**config.mk**
```make
export PLATFORM = sky130hd
export DESIGN_NAME = wbcon_txarb_flat
export DESIGN_NICKNAME = d
export VERILOG_FILES = /design/src/rtl/wbcon_txarb_if.sv /design/src/rtl/wbcon_txarb.sv /design/src/flat_wrapper.sv
export SDC_FILE = /design/constraint.sdc
export NUM_CORES = 1
export LEC_CHECK = 0
export CAP_MARGIN = 15
export CORE_AREA = 2 2 39 41
export CTS_CLUSTER_SIZE = 28
export DETAILED_ROUTE_END_ITERATION = 8
export DIE_AREA = 0 0 41 43
export DONT_BUFFER_PORTS = 1
export PLACE_DENSITY_LB_ADDON = 0.12
export SYNTH_ARGS = -nofsm -noshare
export SYNTH_HDL_FRONTEND = slang
export SYNTH_SLANG_ARGS = --single-unit
```
**constraint.sdc**
```tcl
create_clock -name i_clk -period 1.9 [get_ports i_clk]
set_input_delay 0.285 -clock i_clk [delete_from_list [all_inputs] [get_ports i_clk]]
set_output_delay 0.285 -clock i_clk [all_outputs]
set_load 0.005 [all_outputs]
```
**src/rtl/wbcon_txarb_if.sv**
```systemverilog
// Byte-wide AXI-Stream bundle for the TX arbiter: NPORTS source lanes in,
// one merged lane out, plus grant/busy status.
interface wbcon_txarb_if #(
  parameter int NPORTS = 2
);
  logic [NPORTS-1:0]   i_s_axis_tvalid;
  logic [NPORTS-1:0]   o_s_axis_tready;
  logic [8*NPORTS-1:0] i_s_axis_tdata;
  logic [NPORTS-1:0]   i_s_axis_tkeep;
  logic [NPORTS-1:0]   i_s_axis_tlast;
  logic                o_m_axis_tvalid;
  logic                i_m_axis_tready;
  logic [7:0]          o_m_axis_tdata;
  logic                o_m_axis_tkeep;
  logic                o_m_axis_tlast;
  logic [NPORTS-1:0]   o_grant;
  logic                o_busy;

  modport slave (
    input  i_s_axis_tvalid, i_s_axis_tdata, i_s_axis_tkeep, i_s_axis_tlast,
    input  i_m_axis_tready,
    output o_s_axis_tready, o_m_axis_tvalid, o_m_axis_tdata, o_m_axis_tkeep,
    output o_m_axis_tlast, o_grant, o_busy
  );

  modport master (
    output i_s_axis_tvalid, i_s_axis_tdata, i_s_axis_tkeep, i_s_axis_tlast,
    output i_m_axis_tready,
    input  o_s_axis_tready, o_m_axis_tvalid, o_m_axis_tdata, o_m_axis_tkeep,
    input  o_m_axis_tlast, o_grant, o_busy
  );
endinterface

```
**src/rtl/wbcon_txarb.sv**
```systemverilog
// Packet-aware round-robin merge of NPORTS byte streams onto the host TX stream.
// state | meaning
// IDLE  | no grant held; arbitrate among requesting ports starting at rr
// PKT   | grant held on gidx until its TLAST beat is accepted
module wbcon_txarb #(
  parameter int NPORTS = 2,
  parameter int PTR_W  = (NPORTS > 1) ? $clog2(NPORTS) : 1
) (
  input logic         i_clk,
  input logic         i_rst,
  wbcon_txarb_if.slave bus
);
  typedef enum logic {IDLE = 1'b0, PKT = 1'b1} state_t;

  state_t            state_q, state_d;
  logic [PTR_W-1:0]  rr_q, rr_d;
  logic [PTR_W-1:0]  gidx_q, gidx_d;
  logic [PTR_W-1:0]  scan_idx;
  logic              scan_found;
  int                cand;
  int                next_rr;
  logic [NPORTS-1:0] gidx_oh;
  logic [NPORTS-1:0] tready_c;
  logic [NPORTS-1:0] grant_c;
  logic              sel_valid, sel_keep, sel_last;
  logic [7:0]        sel_data;
  logic              out_ready, accept, busy_c;
  logic              m_tvalid_q, m_tkeep_q, m_tlast_q;
  logic [7:0]        m_tdata_q;

  // First requester at or after rr, wrapping modulo NPORTS.
  always_comb begin
    scan_found = 1'b0;
    scan_idx   = '0;
    cand       = 0;
    for (int i = 0; i < NPORTS; i++) begin
      cand = int'(rr_q) + i;
      if (cand >= NPORTS) cand = cand - NPORTS;
      for (int p = 0; p < NPORTS; p++) begin
        if (!scan_found && cand == p && bus.i_s_axis_tvalid[p]) begin
          scan_found = 1'b1;
          scan_idx   = PTR_W'(p);
        end
      end
    end
  end

  always_comb begin
    gidx_oh   = '0;
    sel_valid = 1'b0;
    sel_keep  = 1'b0;
    sel_last  = 1'b0;
    sel_data  = '0;
    for (int p = 0; p < NPORTS; p++) begin
      if (gidx_q == PTR_W'(p)) begin
        gidx_oh[p] = 1'b1;
        sel_valid  = bus.i_s_axis_tvalid[p];
        sel_keep   = bus.i_s_axis_tkeep[p];
        sel_last   = bus.i_s_axis_tlast[p];
        sel_data   = bus.i_s_axis_tdata[8*p +: 8];
      end
    end
  end

  assign out_ready = !m_tvalid_q || bus.i_m_axis_tready;

  always_comb begin
    state_d  = state_q;
    rr_d     = rr_q;
    gidx_d   = gidx_q;
    tready_c = '0;
    grant_c  = '0;
    busy_c   = 1'b0;
    accept   = 1'b0;
    next_rr  = 0;
    case (state_q)
      IDLE: begin
        if (scan_found) begin
          state_d = PKT;
          gidx_d  = scan_idx;
        end
      end
      PKT: begin
        busy_c   = 1'b1;
        grant_c  = gidx_oh;
        tready_c = out_ready ? gidx_oh : '0;
        accept   = sel_valid && out_ready;
        // Always fall back to IDLE after TLAST so there is one arbitration cycle.
        if (accept && sel_last) begin
          next_rr = int'(gidx_q) + 1;
          if (next_rr >= NPORTS) next_rr = 0;
          rr_d    = PTR_W'(next_rr);
          state_d = IDLE;
        end
      end
      default: state_d = IDLE;
    endcase
  end

  always_ff @(posedge i_clk or posedge i_rst) begin
    if (i_rst) begin
      state_q <= IDLE;
      rr_q    <= '0;
      gidx_q  <= '0;
    end else begin
      state_q <= state_d;
      rr_q    <= rr_d;
      gidx_q  <= gidx_d;
    end
  end

  always_ff @(posedge i_clk or posedge i_rst) begin
    if (i_rst) begin
      m_tvalid_q <= 1'b0;
      m_tdata_q  <= '0;
      m_tkeep_q  <= 1'b0;
      m_tlast_q  <= 1'b0;
    end else if (accept) begin
      m_tvalid_q <= 1'b1;
      m_tdata_q  <= sel_data;
      m_tkeep_q  <= sel_keep;
      m_tlast_q  <= sel_last;
    end else if (bus.i_m_axis_tready) begin
      m_tvalid_q <= 1'b0;
    end
  end

  assign bus.o_s_axis_tready = tready_c;
  assign bus.o_grant         = grant_c;
  assign bus.o_busy          = busy_c;
  assign bus.o_m_axis_tvalid = m_tvalid_q;
  assign bus.o_m_axis_tdata  = m_tdata_q;
  assign bus.o_m_axis_tkeep  = m_tkeep_q;
  assign bus.o_m_axis_tlast  = m_tlast_q;
endmodule

```
**src/flat_wrapper.sv**
```systemverilog
// flat-port wrapper written by rule: the top's interface ports become plain ports
module wbcon_txarb_flat 
#(
  parameter int NPORTS = 2,
  parameter int PTR_W  = (NPORTS > 1) ? $clog2(NPORTS) : 1
)
  (i_clk, i_rst, bus_i_s_axis_tvalid, bus_i_s_axis_tdata, bus_i_s_axis_tkeep, bus_i_s_axis_tlast, bus_i_m_axis_tready, bus_o_s_axis_tready, bus_o_m_axis_tvalid, bus_o_m_axis_tdata, bus_o_m_axis_tkeep, bus_o_m_axis_tlast, bus_o_grant, bus_o_busy);
  wbcon_txarb_if #(.NPORTS(NPORTS)) bus_i ();
  input logic i_clk;
  input logic i_rst;
  input wire logic [$bits(bus_i.i_s_axis_tvalid)-1:0] bus_i_s_axis_tvalid;
  input wire logic [$bits(bus_i.i_s_axis_tdata)-1:0] bus_i_s_axis_tdata;
  input wire logic [$bits(bus_i.i_s_axis_tkeep)-1:0] bus_i_s_axis_tkeep;
  input wire logic [$bits(bus_i.i_s_axis_tlast)-1:0] bus_i_s_axis_tlast;
  input wire logic [$bits(bus_i.i_m_axis_tready)-1:0] bus_i_m_axis_tready;
  output wire logic [$bits(bus_i.o_s_axis_tready)-1:0] bus_o_s_axis_tready;
  output wire logic [$bits(bus_i.o_m_axis_tvalid)-1:0] bus_o_m_axis_tvalid;
  output wire logic [$bits(bus_i.o_m_axis_tdata)-1:0] bus_o_m_axis_tdata;
  output wire logic [$bits(bus_i.o_m_axis_tkeep)-1:0] bus_o_m_axis_tkeep;
  output wire logic [$bits(bus_i.o_m_axis_tlast)-1:0] bus_o_m_axis_tlast;
  output wire logic [$bits(bus_i.o_grant)-1:0] bus_o_grant;
  output wire logic [$bits(bus_i.o_busy)-1:0] bus_o_busy;
  assign bus_i.i_s_axis_tvalid = bus_i_s_axis_tvalid;
  assign bus_i.i_s_axis_tdata = bus_i_s_axis_tdata;
  assign bus_i.i_s_axis_tkeep = bus_i_s_axis_tkeep;
  assign bus_i.i_s_axis_tlast = bus_i_s_axis_tlast;
  assign bus_i.i_m_axis_tready = bus_i_m_axis_tready;
  assign bus_o_s_axis_tready = bus_i.o_s_axis_tready;
  assign bus_o_m_axis_tvalid = bus_i.o_m_axis_tvalid;
  assign bus_o_m_axis_tdata = bus_i.o_m_axis_tdata;
  assign bus_o_m_axis_tkeep = bus_i.o_m_axis_tkeep;
  assign bus_o_m_axis_tlast = bus_i.o_m_axis_tlast;
  assign bus_o_grant = bus_i.o_grant;
  assign bus_o_busy = bus_i.o_busy;
  wbcon_txarb #(.NPORTS(NPORTS), .PTR_W(PTR_W)) u_core (.i_clk(i_clk), .i_rst(i_rst), .bus(bus_i));
endmodule
```
; ---- Word level (Yosys, flattened, before mapping)
; Index checks and enable logic that the tools add are counted.
[word_totals]
ff_bits = 14
in_bits = 25
out_inout_bits = 16
wordCells = 62
[op_classes]
addsub = 4
magnitude_cmp = 3
eq_ne = 2
n_mux = 26
bitwise_logic = 1
reduce_logical = 19
[op_table]
columns = op, n
row1 = "equality test 32 x 2 -> 1 bit, second input constant", 2
row2 = zero test 32 bit, 2
row3 = two-way mux 32 bit, 2
row4 = ">= comparator 32 x 3 -> 1 bit, second input constant", 1
row5 = "subtractor 32 x 3 -> 32 bit, second input constant", 1
row6 = two-way mux 1 bit, 19
row7 = logical AND 1 bit, 9
row8 = two-way mux 8 bit, 1
row9 = two-way mux 2 bit, 3
row10 = "adder 1 x 1 -> 2 bit, second input constant", 2
row11 = zero test 1 bit, 4
row12 = AND reduction 2 bit, 2
row13 = "subtractor 1 x 2 -> 3 bit, second input constant", 1
row14 = ">= comparator 1 x 2 -> 1 bit, second input constant", 1
row15 = ">= comparator 2 bit, second input constant", 1
row16 = case mux 1 bit (2 select lines), 1
row17 = nonzero test 2 bit, 1
row18 = logical OR 1 bit, 1
row19 = NOT 1 bit, 1

; ---- Longest topological paths before layout
[logic_depth]
ltp_word = 19
ltp_mapped = 5
mapped_depth_nobuf = 3

; ---- Worst setup path after synthesis
; No wires, ideal clock.
[synth_path]
path_kind = register to register
from = register u_core.gidx_q
to = register u_core.m_tdata_q[0] (netlist: u_core.bus.o_m_axis_tdata[0])
setup_time_ns = 0.125
t_arrival_ns = 1.341
required_time_ns = 1.775
setup_slack_ns = 0.434
path_stages_with_launch = 6
n_path_buf = 2
period_less_slack_ns = 1.466
path_cell_list = dfrtp_1 -> buf_6 -> mux2_4 -> nand3_4 -> buf_6 -> mux2_4
[synth_between]
elab_chain_cells = 3
elab_cells_between_ends = 4
cone_classes = mux (3) / reduce/logical (1)
[synth_lines]
columns = element, line
row1 = from (decl), wbcon_txarb.sv:17  ; logic [PTR_W-1:0] gidx_q, gidx_d;
row2 = from (signal assigned), wbcon_txarb.sv:108  ; gidx_q <= gidx_d;
row3 = two-way mux 1 bit, wbcon_txarb.sv:55  ; if (gidx_q == PTR_W'(p)) begin
row4 = logical AND 1 bit, wbcon_txarb.sv:87  ; accept = sel_valid && out_ready;
row5 = two-way mux 1 bit, wbcon_txarb.sv:76  ; case (state_q)
row6 = to (signal assigned), wbcon_txarb.sv:120  ; m_tdata_q <= sel_data;
row7 = to (decl), wbcon_txarb.sv:29  ; logic [7:0] m_tdata_q;
; Several ways; a longest one is shown, not always the timed one.
; A chain may end at the register's enable or synchronous reset.

; ---- Worst setup path in the final report
[layout_path]
from = register u_core.gidx_q
to = register u_core.m_tdata_q[6] (netlist: u_core.bus.o_m_axis_tdata[6])
; Same word-level chain as after synthesis.

==> results.tsv <==
stage	metric	value	unit
status	outcome	finished clean	
clock_tree	cts.sink_count	14	
clock_tree	cts_tree	built	
timing	relSlewSlack	65.9	%
clock_tree	clk_path_buf_depth	2	
setup_path	critPathMaxStageDelay	0.54	ns
setup_path	setup.worst_path.start_class	flop	
synthesis	synth_area_leaders	dfrtp_1 46%, mux2_4 18%, mux2_2 18%, buf_6 3.0%, nand3_4 2.3%	
routing	wl	1.42	mm
timing	fin_worst_skew	0.00466	ns
setup_path	cp_max_fo	12	
routing	drc_errors	0	
power_and_ir_drop	leakage	0.368	nW
timing	fmaxAchievable	625	MHz
timing	setup_slack	0.300	ns
routing	drtIter0Drc	18	
synthesis	syn-num-nets	81	
routing	wire_per_inst	19.2	microns
timing	worstMarginPinSlew	0.511	ns
placement	io_buffer_count	0	
routing	antenna_left	0	
power_and_ir_drop	p_total	1.36	mW
min_path	hp-class	input pin to flop	
synthesis	ys_async_sr_fraction	100	%
setup_path	critPathKind	flop to flop	
clock_tree	ctsRootBufferMaster	clkbuf_4	
timing	hold_viol_final	0	
synthesis	yosys_register_bits	14	
timing	tns	0	ns
floorplan	start_util	54.6	%
synthesis	synth_area	756	sq um
floorplan	ios	41	
timing	report.final.setup_viol	0	
setup_path	cp.arrival	1.75	ns
final_layout	diodes	0	
power_and_ir_drop	ir_drop	0.000760	V
timing	fin_crit	1.60	ns
placement	hpwl	1.11	mm
synthesis	synth_ff_type	dfrtp_1	
synthesis	yosysWarnings	0	
timing	slew_violations	0	
clock_tree	clock_latency	0.26	ns
final_layout	layout.area.seq	350	sq um
floorplan	core	0.00138	sq mm
routing	viasPerCell	6.36	
final_layout	final_util	57.1	%
setup_path	crit_required	2.05	ns
grt	grt-ovfl-total	0	
clock_tree	cts_buffers	3	
synthesis	yosys.area.top_type	dfrtp_1	
final_layout	multiInputGateArea	372	sq um
grt	grt_antenna_before_repair	0	
synthesis	yosysMostFrequentCell	dfrtp_1	
final_layout	nFillCells	111	
synthesis	syn_inst	56	
clock_tree	clkSlewWorstSetupHoldPaths	0.07	ns
placement	pre_cts_ws	0.291	ns
grt	grt_pass1_vias	482	
grt	grt_pass1_wl	2.09	mm
grt	grt_max_degree	15	
grt	grt_use_total	17.3	%
floorplan	num_rows	14	
setup_path	cp_slowest_cell	dfrtp_1	
clock_tree	cts.repair.resized	0	
synthesis	yosys.area.top_type_share	46.4	%
routing	drtPass1Iterations	4	
floorplan	die_x	41	microns
final_layout	synthToLayoutAreaGrowth	4.47	%
setup_path	cp-end-kind	flop	
floorplan	die_h	43	microns
synthesis	synth_edf_count	0	
floorplan	dieArea	0.00176	sq mm
synthesis	avgSynthCellArea	13.5	sq um
clock_tree	htreeDepth	1	
routing	vias	471	
timing	post-route-period-util	84.2	%
placement	gp_congestion	0.821	
synthesis	synth_commonest_cells	14 x dfrtp_1, 12 x mux2_2, 9 x mux2_4	
flow_run	maxCapViolCount	0	
timing	rsz0062_at_grt	no	
timing	timing.hold.ws	0.124	ns
final_layout	layout-drive-gt1-share	44.8	%
synthesis	yosysSeqAreaShare	46.4	%
setup_path	path_cells	mux2_4 > nand3_4 > mux2_2	
final_layout	finalNetCount	85	
synthesis	synth_cell_type_count	18	
power_and_ir_drop	powerDensity	1720	mW/mm^2
[layer usage]
layer	wire length (microns)	vias to the layer above	global-route usage, %	share of wire (%)
met3	112	2	5.76	7.9
met4	7	0	4.00	0.49
met5	0	-	0	0
met2	791	25	30.0	56
met1	507	237	19.3	36
li1	-	207	-	-
[where the power goes]
part           leakage, nW  internal, mW  switching (mW)
registers            0.161         0.451           0.156
clock network       0.0138        0.0730          0.0825
logic                0.194         0.370           0.224
[cell families (layout without fill, tap and decap cells)]
group,after synthesis,count (layout),synth area share (%)
AND/OR/NAND/NOR,11,11,8.44
buffers and inverters,5,7,4.47
flip-flops,14,14,46.4
multiplexers,21,21,35.8
AO/OA/AOI/OAI,5,5,4.97
[final cells by class]
class,count,share of cell area (%)
multi-input combinational,37,47.1
tap,16,2.54
timing repair buffer,2,2.22
sequential,14,44.4
inverter,2,0.951
clock buffer,3,2.85
[sequential cells by signal, summed over array words and instances, names as in the netlist]
register and flops:
u_core.bus.o_m_axis_tdata 8, u_core.bus.o_m_axis_tkeep 1, u_core.bus.o_m_axis_tlast 1, u_core.rr_q 1, u_core.bus.o_m_axis_tvalid 1, u_core.gidx_q 1, u_core.state_q 1
[worst paths after layout]
check                                        startpoint                           end  slack (ns)  depth (start not counted)
max                                       u_core.gidx_q  u_core.bus.o_m_axis_tdata[6]        0.30                          3
min                              bus_i_s_axis_tvalid[0]                 u_core.gidx_q        0.12                          1
max reg2reg                               u_core.gidx_q  u_core.bus.o_m_axis_tdata[6]        0.30                          3
max in group asynchronous                         i_rst     u_core.bus.o_m_axis_tlast        1.07                          2
min reg2reg                u_core.bus.o_m_axis_tdata[5]  u_core.bus.o_m_axis_tdata[5]        0.54                          1
min in group asynchronous                         i_rst  u_core.bus.o_m_axis_tdata[3]        0.49                          2
[layout by cell type, fill, tap and decap left out]
cell type and count:
mux2_4 9, dlygate4sd3_1 1, inv_1 2, nor3_1 1, and2_1 1, nand2b_1 1, a31oi_1 1, and3_1 1
nand3_4 1, a41o_1 1, mux2_2 12, dfrtp_1 14, buf_4 1, a21oi_1 1, nand2_1 4, a41oi_1 1
clkbuf_4 3, nor2_1 2, o21a_1 1
[stage by stage]
stage	std cells	area, sq um
floorplan	56	756
global placement	70	757
detailed placement	70	757
CTS	74	790
global route	74	790
finish	74	790
[critical path: cells and delay by family (launching register included)]
family           cells  cell delay [ns]
AND/OR/NAND/NOR      1             0.22
multiplexers         2             0.74
flip-flops           1             0.54
[repair_timing]
action | 4_1_cts | 5_1_grt
buffers inserted | 0 | 0
hold buffers | 1 | 0
endpoints found under the hold margin | 14 | 0
(Power assumes the default switching activity.)
